$ cat config.mk
export PLATFORM = sky130hd
export DESIGN_NAME = sw_conditioner
export DESIGN_NICKNAME = d
export VERILOG_FILES = /design/src/rtl/sw_cond_pkg.sv /design/src/rtl/sw_debounce_bit.sv /design/src/rtl/sw_conditioner.sv
export SDC_FILE = /design/constraint.sdc
export NUM_CORES = 1
export LEC_CHECK = 0
export BUFFER_PORTS_ARGS = -buffer_cell sky130_fd_sc_hd__buf_2
export CAP_MARGIN = 10
export CORE_AREA = 5 5 42 44
export CTS_BUF_LIST = sky130_fd_sc_hd__clkbuf_4 sky130_fd_sc_hd__clkbuf_8
export CTS_CLUSTER_SIZE = 24
export DETAILED_ROUTE_END_ITERATION = 10
export DIE_AREA = 0 0 47 49
export GPL_TIMING_DRIVEN = 1
export PLACE_DENSITY = 0.69
export SLEW_MARGIN = 20
export SYNTH_ARGS = -nofsm -noshare
export SYNTH_HDL_FRONTEND = slang
export SYNTH_SLANG_ARGS = --single-unit
$ cat constraint.sdc
create_clock -name clk -period 1.9 [get_ports clk]
set_input_delay 0.285 -clock clk [delete_from_list [all_inputs] [get_ports clk]]
set_output_delay 0.285 -clock clk [all_outputs]
set_load 0.02 [all_outputs]
$ cat src/rtl/sw_cond_pkg.sv
// Shared encodings and default sizing for the switch conditioner.
package sw_cond_pkg;

    localparam logic MODE_PERIODIC = 1'b0;
    localparam logic MODE_EVENT    = 1'b1;

    localparam int SYNC_STAGES_DEF     = 2;
    localparam int DEBOUNCE_CYCLES_DEF = 16;
    localparam int TICK_DIV_DEF        = 4;

    // Counter width able to hold 0..n-1, never narrower than one bit.
    function automatic int cnt_width(input int n);
        return (n > 1) ? $clog2(n) : 1;
    endfunction

endpackage

$ cat src/rtl/sw_debounce_bit.sv
// One switch line: metastability synchroniser, debounce counter, stable flop.
// stable_next exposes the value stable will take at the coming edge so the
// top level can raise its strobe on the same edge sw_out changes.
module sw_debounce_bit
    import sw_cond_pkg::*;
#(
    parameter int SYNC_STAGES     = SYNC_STAGES_DEF,
    parameter int DEBOUNCE_CYCLES = DEBOUNCE_CYCLES_DEF
) (
    input  logic clk,
    input  logic reset,
    input  logic raw,
    output logic stable,
    output logic stable_next
);

    localparam int            CW      = cnt_width(DEBOUNCE_CYCLES);
    localparam logic [CW-1:0] CNT_MAX = CW'(DEBOUNCE_CYCLES - 1);

    logic [SYNC_STAGES-1:0] sync;
    logic [CW-1:0]          cnt;
    logic [CW-1:0]          cnt_next;
    logic                   synced;

    assign synced = sync[SYNC_STAGES-1];

    // Shift the raw level through the synchroniser chain.
    always_ff @(posedge clk) begin
        if (reset) sync <= '0;
        else       sync <= {sync[SYNC_STAGES-2:0], raw};
    end

    // Qualify a change: DEBOUNCE_CYCLES consecutive mismatches commit it,
    // any single matching cycle restarts the count.
    always_comb begin
        stable_next = stable;
        cnt_next    = '0;
        if (synced != stable) begin
            if (cnt == CNT_MAX) stable_next = synced;
            else                cnt_next    = cnt + 1'b1;
        end
    end

    // Debounce state registers.
    always_ff @(posedge clk) begin
        if (reset) begin
            stable <= 1'b0;
            cnt    <= '0;
        end else begin
            stable <= stable_next;
            cnt    <= cnt_next;
        end
    end

endmodule

$ cat src/rtl/sw_conditioner.sv
// Conditions two raw switch lines into a clean 2-bit value and a one-cycle
// advance strobe for the downstream switch-driven FSM.
module sw_conditioner
    import sw_cond_pkg::*;
#(
    parameter int SYNC_STAGES     = SYNC_STAGES_DEF,
    parameter int DEBOUNCE_CYCLES = DEBOUNCE_CYCLES_DEF,
    parameter int TICK_DIV        = TICK_DIV_DEF
) (
    input  logic       clk,
    input  logic       reset,
    input  logic [1:0] sw_raw,
    input  logic       mode,
    input  logic       hold,
    output logic [1:0] sw_out,
    output logic       ctrl_out
);

    localparam int            DW      = cnt_width(TICK_DIV);
    localparam logic [DW-1:0] DIV_MAX = DW'(TICK_DIV - 1);

    logic [1:0]    stable;
    logic [1:0]    stable_next;
    logic [DW-1:0] div;
    logic          strobe_next;

    for (genvar i = 0; i < 2; i++) begin : g_bit
        sw_debounce_bit #(
            .SYNC_STAGES    (SYNC_STAGES),
            .DEBOUNCE_CYCLES(DEBOUNCE_CYCLES)
        ) u_bit (
            .clk        (clk),
            .reset      (reset),
            .raw        (sw_raw[i]),
            .stable     (stable[i]),
            .stable_next(stable_next[i])
        );
    end

    assign sw_out = stable;

    // Free-running tick divider, frozen while hold is high.
    always_ff @(posedge clk) begin
        if (reset)      div <= '0;
        else if (!hold) div <= (div == DIV_MAX) ? '0 : div + 1'b1;
    end

    // Strobe source mux. In event mode the strobe is masked for one cycle
    // after a pulse so staggered bit updates can never form a 2-cycle pulse.
    always_comb begin
        strobe_next = 1'b0;
        if (hold)                       strobe_next = 1'b0;
        else if (mode == MODE_PERIODIC) strobe_next = (div == DIV_MAX);
        else                            strobe_next = (stable_next != stable) && !ctrl_out;
    end

    // Registered strobe output.
    always_ff @(posedge clk) begin
        if (reset) ctrl_out <= 1'b0;
        else       ctrl_out <= strobe_next;
    end

endmodule
Word-level counts from Yosys, hierarchy flattened
Index checks and enable logic that the tools add are counted.
{ "classes": {"n_addsub": 3, "n_mul": 0, "n_div": 0, "order_cmp": 0, "eq_ne": 6, "shifts": 0, "n_mux": 6, "bitwise_logic": 2, "reduce_logical": 5} }
{ "ops": {"columns": ["operator", "count"], "rows": [
  ["4-bit by 1-bit adder with 4-bit output, second input constant", 2],
  ["4-bit equality test, second input constant", 2],
  ["3-bit OR reduction", 2],
  ["1-bit 2-to-1 mux", 5],
  ["2-bit by 1-bit adder with 2-bit output, second input constant", 1],
  ["2-bit equality test, second input constant", 1],
  ["2-bit 2-to-1 mux", 1],
  ["1-bit != test", 2],
  ["2-bit != test", 1],
  ["1-bit inverter", 2],
  ["2-bit OR reduction", 1],
  ["1-bit logical AND", 1],
  ["1-bit zero test", 1]
]} }
{ "word_totals": {"register_bits": 17, "latch_bits": 0, "ramBits": 0, "mem_bits_ro": 0, "inputBits": 6, "out_inout_bits": 3, "memories": 0} }

Depth between registers and ports, before layout
{ "depth": {"depth_word": 6, "ltp_mapped": 4} }

Cells and area by module
Synthesis repeated with hierarchy kept, for this count alone.
{ "hier_totals": {"cells_unflattened": 61, "hier_area_um2": 670.6} }
{ "by_module_without_submodules": {"columns": ["module", "instances", "cells_each", "area_per_inst_um2"], "rows": [
  ["sw_debounce_bit", 2, 23, 261.5],
  ["sw_conditioner", 1, 15, 147.6]
]} }

Worst setup path after synthesis
No wires, ideal clock.
{ "synth_timing": {"kind": "reg-to-reg", "start": "register g_bit[1].u_bit.cnt[0]", "end": "register g_bit[1].u_bit.cnt[3]", "setup_time_ns": 0.062, "t_arrival_ns": 1.026, "slack_ns": 0.813, "path_stages_with_launch": 4, "synth_period_minus_slack_ns": 1.087, "path_cell_list": "dfxtp_1 > ha_1 > a311o_2 > nor2_2"} }
{ "synth_via": {"elab_chain_len": 2, "word_cells_on_any_way": 3, "classes_between": "1 x add/sub; 1 x eq/ne; 1 x reduce/logical"} }
{ "synth_lines": {"columns": ["item", "line", "text"], "rows": [
  ["from (decl)", "sw_debounce_bit.sv:21", "logic [CW-1:0] cnt;"],
  ["from (signal assigned)", "sw_debounce_bit.sv:51", "cnt <= cnt_next;"],
  ["branches (longest 2 deep; another with 4-bit by 1-bit adder with 4-bit output)", null, null]
]} }
Parallel ways; which one is timed is not known.
A chain may end at the register's enable or synchronous reset.

Worst setup path after layout
Ends and elaborated chain as after synthesis.

==> reports/metrics.yaml <==
status: "complete, no violations"
reg2regPathDepth: 3
vias: 438
worst_slack_ns: 0.750
synth_fp_nets: 71
syn_area_um2: 644
dieArea_mm2: 0.00230
period_minus_slack_ns: 1.15
final_cells: 87
setup_viol: 0
core_mm2: 0.00140
leakage_nw: 0.309
post-route-period-util_pct: 60.5
ys_seq_elements: 17
wl_per_cell_um: 11.1
htreeDepth: 1
critPathMaxStageDelay_ns: 0.42
initial_utilization_pct: 46.0
holdBufCountCts: 0
diodes: 0
stdcell_area_um2: 716
cts_resized: 0
antenna_left: 0
via_per_inst: 5.03
area_delta_synth_final_pct: 11.1
grt_use_total_pct: 9.99
r2r_setup_slack_ns: 0.75
finClkSkew_ns: 0.00391
vdd_drop_max_uv: 444
powerDensity_mw_per_mm2: 835
rows: 14
cts.reportedPaths.clkPinSlew_ns: 0.09
crit_cells: 3
placed_cell_area_um2: 686
dieWidth_um: 47
cp_data_required_time_ns: 2.13
dp_worst_setup_slack_ns: 0.768
clock_latency_ns: 0.29
hp-class: "in2reg"
grt_pass1_vias: 406
drc_errors: 0
r2r-start: "g_bit[1].u_bit.cnt[0]"
yosys.area.top_type_share_pct: 52.8
root_buffer: "clkbuf_4"
grt_overflow_total: 0
ios: 9
endpoint: "g_bit[1].u_bit.cnt[3]"
post_cts_buffers: 0
routed_wl_um: 963
syn_inst: 62
grt_start_max_net_pins: 15
crit_start: "g_bit[1].u_bit.cnt[0]"
worstReg2RegEnd: "g_bit[1].u_bit.cnt[3]"
yosysTopAreaCell: "dfxtp_1"
dp_cells: 83
syn_avg_cell_area_um2: 10.4
cts_tree: "done"
path_buf_inv: 0
cts_buffer_depth: 2
worstSetupPathType: "reg2reg"
io_buffers: 8
dr.pass1.iters: 3
yosys_warnings: 0
fmax_mhz: 869
dp_hpwl_um: 691
drv_slew: 0
maxCapViolCount: 0
drtIter0Drc: 4
cp-start-kind: "flip-flop"
die_y_um: 49
synthTopCellsByArea: "dfxtp_1, ha_1, xnor2_1"
hold_start: "sw_raw[1]"
drive_above_1_share_pct: 19.7
max_slew_margin_pct: 81.7
cp_max_fo: 3
antenna_found_initial: 0
finalNetCount: 81
whs_ns: 0.211
arrival_ns: 1.38
hold_viol: 0
gp_congestion: 0.656
cp_slowest_cell: "a311o_2"
cp-end-kind: "flip-flop"
numCtsBuffers: 3
seq_area_frac_synth_pct: 52.8
rsz0062_at_grt: "false"
fin_tns_setup_ns: 0
worstMarginPinSlew_ns: 0.273
cts_sinks: 17
yosysUniqueCellTypes: 19
path_delay_family: "compound AO/OA/AOI/OAI gates"
path_cells: "ha_1 -> a311o_2 -> nor2_2"
grt_pass1_wl_mm: 1.66
-- cells in the final DEF (no fill, tap or decap) --
cell type,instances
nor3_1,3
dfxtp_1,17
nor2_2,1
nand3_1,4
buf_2,8
nor2b_1,4
clkbuf_4,4
o22ai_1,1
ha_1,3
nor4b_1,2
xnor2_1,4
a311o_1,1
a21oi_1,1
inv_1,2
a311o_2,1
mux2i_1,3
a21o_1,1
nor2_1,9
xor2_1,2
-- cells in the mapped netlist (all sizes together) --
cell type / count
a21o: 1
a21oi: 1
a311o: 2
buf: 2
clkbuf: 1
dfxtp: 17
ha: 3
inv: 2
mux2i: 3
nand3: 4
nor2: 10
nor2b: 4
nor3: 3
nor4b: 2
o22ai: 1
xnor2: 4
xor2: 2
-- power breakdown --
group          switching (mW)  internal [mW]
sequential            0.00451          0.365
clock                   0.105         0.0959
combinational          0.0142         0.0135
total                   0.123          0.474
-- stage by stage --
stage | utilization (%) | power, mW
after floorplan | - | 0.394
after global placement | 48.9 | 0.404
after detailed placement | 48.9 | 0.406
after CTS | 51.1 | 0.606
after global routing | 51.1 | 0.623
final | 51.1 | 0.597
-- registers in the layout (all words and copies together), names as in the netlist --
signal / count
g_bit.u_bit.cnt: 8
div: 2
g_bit.u_bit.stable: 2
ctrl_out: 1
g_bit.u_bit.sync: 4
-- area by class of cell --
| cell class | count | area (µm²) |
|---|---|---|
| fillers | 139 | 686 |
| flip-flops and latches | 17 | 340 |
| multi-input cells | 40 | 278 |
| repair buffers | 8 | 40.0 |
| clock buffers | 4 | 30.0 |
| well taps | 16 | 20.0 |
| inverters | 2 | 7.51 |
-- worst min path at each step --
stage                              to  slack (ns)  cells past startpoint
3_5_place_dp   g_bit[0].u_bit.sync[1]        0.42                      1
2_1_floorplan  g_bit[0].u_bit.sync[0]        0.41                      1
3_3_place_gp   g_bit[1].u_bit.sync[1]        0.42                      1
6_report       g_bit[1].u_bit.sync[0]        0.21                      2
4_1_cts        g_bit[1].u_bit.sync[0]        0.21                      2
5_1_grt        g_bit[1].u_bit.sync[0]        0.22                      2
-- per-layer routing --
layer / global-route usage [%] / share of wire (%) / up-vias / routed length [µm]
met5: 0 / 0 / - / 0
met4: 6.91 / 2.7 / 0 / 26
met3: 3.32 / 5.3 / 4 / 51
met2: 13.3 / 44 / 8 / 421
met1: 13.0 / 48 / 199 / 463
li1: - / - / 227 / -
-- cell families after synthesis --
logic type | synth area share [%]
AO/OA/AOI/OAI | 6.21
XOR/XNOR | 8.16
adder cells (fa/ha/maj) | 5.83
multiplexers | 4.66
buffers and inverters | 4.08
flip-flops | 52.8
AND/OR/NAND/NOR | 18.3
(Power assumes the default switching activity.)
